$ cat src/rtl/regfile_pkg.sv
// Shared types and defaults for the scoreboarded register file.
// Build option REGFILE_BYPASS_EN enables write-through bypass on reads.
package regfile_pkg;
  localparam int DATA_W_DEF = 32;
  localparam int ADDR_W_DEF = 5;

  typedef enum logic {
    IDLE,
    CLEAR
  } clr_state_e;
endpackage

$ cat src/rtl/regfile_scoreboard.sv
// Per-register busy bits for RAW hazard detection, plus sticky
// double-issue error. Used by regfile_sb (REGFILE_BYPASS_EN agnostic).
module regfile_scoreboard
  import regfile_pkg::*;
#(
  parameter int ADDR_W = ADDR_W_DEF,
  parameter int NUM_RD = 2
) (
  input  logic                     clk_i,
  input  logic                     rst_i,
  input  logic                     set,
  input  logic [ADDR_W-1:0]        set_addr,
  input  logic                     clr,
  input  logic [ADDR_W-1:0]        clr_addr,
  input  logic                     flush_en,
  input  logic [ADDR_W-1:0]        flush_addr,
  input  logic [NUM_RD*ADDR_W-1:0] look_addr,
  output logic [NUM_RD-1:0]        busy,
  output logic                     err
);
  localparam int DEPTH = 2 ** ADDR_W;

  logic [DEPTH-1:0] busy_q;
  logic [DEPTH-1:0] busy_d;
  logic             dbl_issue;

  // Later assignments win: a new producer overrides its own writeback.
  always_comb begin
    busy_d = busy_q;
    if (clr)
      busy_d[clr_addr] = 1'b0;
    if (set)
      busy_d[set_addr] = 1'b1;
    if (flush_en)
      busy_d[flush_addr] = 1'b0;
  end

  assign dbl_issue = set && busy_q[set_addr]
                  && !(clr && (clr_addr == set_addr));

  always_ff @(posedge clk_i or posedge rst_i) begin
    if (rst_i) begin
      busy_q <= '0;
      err    <= 1'b0;
    end else begin
      busy_q <= busy_d;
      if (dbl_issue)
        err <= 1'b1;
    end
  end

  for (genvar k = 0; k < NUM_RD; k++) begin : g_look
    logic [ADDR_W-1:0] a;
    assign a       = look_addr[k*ADDR_W +: ADDR_W];
    assign busy[k] = busy_q[a] && (a != '0);
  end
endmodule

$ cat src/rtl/regfile_sb.sv
// N-read / 1-write register file with busy scoreboard and soft clear.
// Define REGFILE_BYPASS_EN for write-through reads and busy masking.
module regfile_sb
  import regfile_pkg::*;
#(
  parameter int DATA_W = DATA_W_DEF,
  parameter int ADDR_W = ADDR_W_DEF,
  parameter int NUM_RD = 2
) (
  input  logic                     clk_i,
  input  logic                     rst_i,
  input  logic                     rd_wren_i,
  input  logic [ADDR_W-1:0]        rd_addr_i,
  input  logic [DATA_W-1:0]        rd_data_i,
  input  logic [NUM_RD*ADDR_W-1:0] rs_addr_i,
  output logic [NUM_RD*DATA_W-1:0] rs_data_o,
  output logic [NUM_RD-1:0]        rs_busy_o,
  input  logic                     iss_valid_i,
  input  logic [ADDR_W-1:0]        iss_addr_i,
  input  logic                     clr_req_i,
  output logic                     ready_o,
  output logic                     err_o
);
  localparam int DEPTH = 2 ** ADDR_W;
  localparam logic [ADDR_W-1:0] LAST = '1;

  clr_state_e        state_q;
  clr_state_e        state_d;
  logic [ADDR_W-1:0] cnt_q;
  logic              flush_en;
  logic              wr_en;
  logic              iss_en;
  logic [NUM_RD-1:0] sb_busy;
  logic [DATA_W-1:0] mem_q [DEPTH];

  assign wr_en  = rd_wren_i && (rd_addr_i != '0)
               && (state_q == IDLE);
  assign iss_en = iss_valid_i && (iss_addr_i != '0) && ready_o;

  always_ff @(posedge clk_i or posedge rst_i) begin
    if (rst_i) begin
      state_q <= IDLE;
      cnt_q   <= '0;
    end else begin
      state_q <= state_d;
      if (state_q == IDLE && clr_req_i)
        cnt_q <= ADDR_W'(1);
      else if (state_q == CLEAR && cnt_q != LAST)
        cnt_q <= cnt_q + ADDR_W'(1);
    end
  end

  always_comb begin
    state_d = state_q;
    unique case (state_q)
      IDLE:  if (clr_req_i) state_d = CLEAR;
      CLEAR: if (cnt_q == LAST) state_d = IDLE;
    endcase
  end

  always_comb begin
    ready_o  = 1'b0;
    flush_en = 1'b0;
    unique case (state_q)
      IDLE:  ready_o  = 1'b1;
      CLEAR: flush_en = 1'b1;
    endcase
  end

  // Entry 0 is never written, so it stays zero from reset.
  always_ff @(posedge clk_i or posedge rst_i) begin
    if (rst_i) begin
      for (int i = 0; i < DEPTH; i++)
        mem_q[i] <= '0;
    end else if (flush_en) begin
      mem_q[cnt_q] <= '0;
    end else if (wr_en) begin
      mem_q[rd_addr_i] <= rd_data_i;
    end
  end

  regfile_scoreboard #(
    .ADDR_W (ADDR_W),
    .NUM_RD (NUM_RD)
  ) u_sb (
    .clk_i      (clk_i),
    .rst_i      (rst_i),
    .set        (iss_en),
    .set_addr   (iss_addr_i),
    .clr        (wr_en),
    .clr_addr   (rd_addr_i),
    .flush_en   (flush_en),
    .flush_addr (cnt_q),
    .look_addr  (rs_addr_i),
    .busy       (sb_busy),
    .err        (err_o)
  );

  for (genvar k = 0; k < NUM_RD; k++) begin : g_rd
    logic [ADDR_W-1:0] a;
    logic              hit;
    assign a = rs_addr_i[k*ADDR_W +: ADDR_W];
`ifdef REGFILE_BYPASS_EN
    assign hit = wr_en && (rd_addr_i == a);
`else
    assign hit = 1'b0;
`endif
    assign rs_data_o[k*DATA_W +: DATA_W] =
      (a == '0) ? '0 : (hit ? rd_data_i : mem_q[a]);
    assign rs_busy_o[k] = sb_busy[k] && !hit;
  end
endmodule

$ cat config.mk
export PLATFORM = sky130hd
export DESIGN_NAME = regfile_sb
export DESIGN_NICKNAME = d
export VERILOG_FILES = /design/src/rtl/regfile_pkg.sv /design/src/rtl/regfile_scoreboard.sv /design/src/rtl/regfile_sb.sv
export SDC_FILE = /design/constraint.sdc
export NUM_CORES = 2
export LEC_CHECK = 0
export ABC_CLOCK_PERIOD_IN_PS = 37400
export CORE_MARGIN = 3
export CORE_UTILIZATION = 59
export CTS_BUF_LIST = sky130_fd_sc_hd__clkbuf_4
export DETAILED_ROUTE_END_ITERATION = 10
export PLACE_DENSITY = 0.79
export SLEW_MARGIN = 20
export SYNTH_ARGS = -nofsm -noshare
export SYNTH_HDL_FRONTEND = slang
export SYNTH_SLANG_ARGS = --single-unit
$ cat constraint.sdc
create_clock -name clk_i -period 37.4 [get_ports clk_i]
set_input_delay 7.48 -clock clk_i [delete_from_list [all_inputs] [get_ports clk_i]]
set_output_delay 7.48 -clock clk_i [all_outputs]
set_load 0.005 [all_outputs]
## Word level (Yosys, flattened, before mapping)

Index checks and enable logic that the tools add are counted.

- Output and inout bits: 68
- Word-level logic and storage cells: 128
- Bits of input ports: 57
- Flip-flop bits (word level): 1,063

- Add/sub/neg operators: 1
- Reduce and logical (&&, ||, !) cells: 25
- Order comparisons: 14
- Muxes and demuxes: 37
- Bitwise logic cells: 12
- Eq/ne operators: 3

Operator list:

| operator | number |
|---|---|
| $mux W1024 | 2 |
| $and A1024 B1024 Y1024 | 1 |
| $bwmux W1024 | 1 |
| $not A1024 Y1024 | 1 |
| $mux W32 | 11 |
| $bmux W32 S5 | 2 |
| $demux W32 S5 | 2 |
| $and A32 B32 Y32 | 2 |
| $not A32 Y32 | 2 |
| $or A32 B32 Y32 | 1 |
| $lt A5 B6 Y1 const B | 5 |
| $ge A6 B6 Y1 const B | 4 |
| $not A5 Y6 | 4 |
| $reduce_bool A5 Y1 | 4 |
| $logic_and A1 B1 Y1 | 16 |
| $bmux W1 S5 | 3 |
| $demux W1 S5 | 3 |
| $ge A5 B1 Y1 const B | 3 |
| $lt A6 B1 Y1 const B | 2 |
| $logic_not A5 Y1 | 2 |
| $mux W1 | 10 |
| $mux W5 | 2 |
| $add A5 B1 Y5 const B | 1 |
| $eq A5 B5 Y1 | 1 |
| 6 further kinds | 7 |

## Logic depth before layout (Yosys ltp)

- Word-level depth: 11
- Depth in mapped cells: 8
- Depth with buffers taken out: 7

## By module

From an unflattened synthesis, not the netlist that was laid out.

- Cell total of the unflattened synthesis: 4,069
- Area, all modules: 55,523.3 µm²

By module, submodules not included:

| module | seq. area each (µm²) | cells an instance | area each (µm²) | instances |
|---|---|---|---|---|
| regfile_sb | 25,774.7 | 3,796 | 52,947.0 | 1 |
| regfile_scoreboard | 825.8 | 273 | 2,576.2 | 1 |

## Worst setup path after synthesis

No wires, ideal clock.

- Path kind: input -> output
- Start: input port rs_addr_i[5]
- End: output port rs_data_o[33]
- Stages: 6
- Path slack: 21.083 ns
- Data required time: 29.920 ns
- Buffers on the path: 3
- Data arrival time: 8.837 ns
- Cell sequence: buf_4 > buf_6 > buf_2 > mux4_2 > a22oi_1 > a31oi_1

- Cells in the longest elaborated chain, start to end: 5
- Elaborated cells between the ends (all ways): 6
- Classes of those cells: mux: 4; bitwise: 1; reduce/logical: 1

Ends and longest elaborated chain:

| element | RTL line | text |
|---|---|---|
| start, declared | regfile_sb.sv:15 | `input logic [NUM_RD*ADDR_W-1:0] rs_addr_i,` |
| $not A5 Y6 (not written as such) | regfile_sb.sv:109 | `(a == '0) ? '0 : (hit ? rd_data_i : mem_q[a]);` |
| $bmux W32 S5 | regfile_sb.sv:109 |  |
| $mux W32 (not written as such) (2 in a row) | regfile_sb.sv:109 |  |
| $mux W32 * | regfile_sb.sv:109 |  |
| end, declared | regfile_sb.sv:16 | `output logic [NUM_RD*DATA_W-1:0] rs_data_o,` |

Every way passes the cells marked *; elsewhere a longest branch is shown, timed or not. The select of a mux whose other input is x is not followed.

## Worst setup path in the final report

- Start: input port rs_addr_i[1]
- End: output port rs_data_o[28]

Same word-level chain as after synthesis.

==> flow_summary.json <==
{
  "status": "finished clean",
  "holdBufCountCts": 0,
  "use_met1_pct": 52.4,
  "slew_headroom_pct": 19.7,
  "area_growth_pct": 9.16,
  "start_kind": "input port",
  "drive_gt1_share_pct": 26.7,
  "use_met2_pct": 56.0,
  "fin_area_um2": 62000,
  "worst_hold_path.endpoint": "mem_q[632]",
  "coreArea_um2": 95200,
  "dp.cells": 5339,
  "start_util_pct": 59.7,
  "fin_crit_sh_pct": 51.1,
  "required_ns": 29.92,
  "hpwl_mm": 119,
  "async_reset_ff_share_pct": 100,
  "synthesis.nets": 4373,
  "layout.cells.non_filler": 5808,
  "final_common_cell": "dfrtp_1",
  "startpoint": "rs_addr_i[1]",
  "numCtsBuffers": 286,
  "clk_pin_slew_worst_paths_ns": 0.06,
  "firstDrtPassIters": 6,
  "cp_max_fo": 87,
  "synth_seq_cells": 1063,
  "peakVddDrop_mv": 0.0355,
  "num_rows": 113,
  "leakagePower_nw": 27.1,
  "drc": 0,
  "synth_warnings": 0,
  "cts_buffer_depth": 4,
  "fillers": 6750,
  "port-buffer-count": 124,
  "avgSynthCellArea_um2": 13.2,
  "power.total_mw": 3.13,
  "drv_cap": 0,
  "finalCriticalPeriod_ns": 19.12,
  "cts_tree": "yes",
  "cp.arrival_ns": 11.64,
  "crit_path_end_kind": "output port",
  "grt_first_pass_wirelength_mm": 302,
  "path_class": "in -> out",
  "r2r-end": "mem_q[796]",
  "ys_types": 71,
  "critical_path.reg2reg.startpoint": "state_q",
  "hold_start": "mem_q[632]",
  "postCtsSetupBuffers": 0,
  "gp_congestion": 0.990,
  "grt_max_degree": 177,
  "grt.total_usage_pct": 41.3,
  "preCtsSetupSlack_ns": 18.09,
  "tightest_slew_ns": 1.20,
  "finalClockSkew_ns": 0.0682,
  "synthFlopType": "dfrtp_1",
  "die-area_um2": 100000,
  "holdPathStages": 2,
  "syn_inst": 4311,
  "fin_tns_setup_ns": 0,
  "busiest_layer": "met2",
  "drv_slew": 0,
  "rsz0062_at_grt": "false",
  "max_freq_mhz": 52.3,
  "grt_overflow": 0,
  "ys_seq_area_share_pct": 46.8,
  "clk_latency_ns": 1.17,
  "gr-usage-met3_pct": 20.3,
  "wl_per_cell_um": 35.4,
  "final_util_pct": 65.1,
  "hold_viol": 0,
  "cts_resized": 0,
  "powerDensity_nw_per_um2": 50.5,
  "hold_slack_ns": 0.501,
  "antenna_left": 0,
  "die_x_um": 316,
  "vias": 46400,
  "synth_edf_count": 0,
  "io_pins": 125,
  "htreeDepth": 5,
  "finalSetupViolCount": 0,
  "place_area_um2": 58600,
  "grt_pass1_vias": 46800,
  "vias_per_cell": 7.98,
  "min_path_type": "reg -> reg",
  "clockRootBuffer": "clkbuf_4",
  "cts_sinks": 1063,
  "antenna_found_initial": 9,
  "r2r_slack_ns": 33.58,
  "setup_slack_ns": 18.28,
  "nets": 4425,
  "drt_iter0_drc": 7259,
  "final_cell_mix": "1,062 x dfrtp_1, 713 x a22o_1, 536 x mux4_2",
  "die_y_um": 316,
  "finalWirelength_mm": 206,
  "synth_area_um2": 56800,
  "worstRegToRegCells": 5
}
[power breakdown]
group / leakage, nW / switching (mW) / internal (mW)
registers: 14.8 / 0.120 / 1.27
clock network: 2.02 / 0.498 / 0.517
logic: 10.3 / 0.444 / 0.279
[sequential cells by signal, summed over array words and instances (netlist names)]
name         cells
state_q          1
cnt_q            5
u_sb.busy_q     32
mem_q         1024
u_sb.err         1
[synth_stat cells, drive strengths merged (3+ instances only)]
master,n,area (µm²)
a211o,66,578
a21o,5,37.5
a21oi,36,188
a22o,713,6240
a22oi,133,998
a31o,3,26.3
a31oi,74,478
a32oi,6,52.6
and2,43,269
and3,18,118
buf,301,1930
clkbuf,203,783
dfrtp,1063,26600
ha,5,62.6
inv,8,30.0
mux2i,149,1490
mux4,536,12100
nand2,372,1400
nand2b,6,37.5
nand3,11,67.6
nand3b,10,82.6
nand4,4,25.0
nor2,57,221
nor2b,46,288
nor3,19,145
nor3b,3,37.5
nor4b,3,71.3
o21ai,239,1200
o21ba,3,30.0
o22ai,127,795
o31ai,7,52.6
or3,4,30.0
or3b,5,43.8
xor2,6,52.6
[how the worst max path moves through the flow]
stage                    end
2_1_floorplan       cnt_q[0]
6_report       rs_data_o[28]
3_3_place_gp   rs_data_o[19]
5_1_grt        rs_data_o[28]
3_5_place_dp   rs_data_o[28]
4_1_cts        rs_data_o[28]
[metal layers]
layer  part of all wire (%)  wire (µm)
met3                     18      37200
met1                     32      66700
met2                     41      84900
met4                    8.1      16600
met5                  0.082        169
[cells by family (layout without fill, tap and decap cells)]
logic type                 Yosys count  after routing  synth area share, %
AOI/OAI and AO/OA                 1424           1424                 19.0
DFF                               1063           1063                 46.8
muxes                              686            686                 23.9
and+or+nand+nor                    612            612                 5.18
buffers and inverters              513            736                 4.84
xor gates and xnor gates             8              8                0.123
adders and majority gates            5              5                0.110
other                                0              9                    0
[final cells by class]
class,count,area (µm²),share of cell area (%)
repair buffers,268,2380,3.85
inverters,9,37.5,0.0606
clock inverters,51,277,0.446
clock buffers,408,3060,4.94
multi-input cells,2735,28000,45.2
diodes,9,22.5,0.0363
flip-flops and latches,1063,26600,42.9
well taps,1265,1580,2.55
[worst max-delay path: stages]
cell and delay, ns:
buf_8 0.66, buf_6 0.76, buf_4 0.86, mux4_2 0.38
mux2i_1 0.09, a211o_1 0.38, a31oi_1 0.33, clkdlybuf4s50_1 0.60
Note: power is estimated with default switching activity, not from simulation.
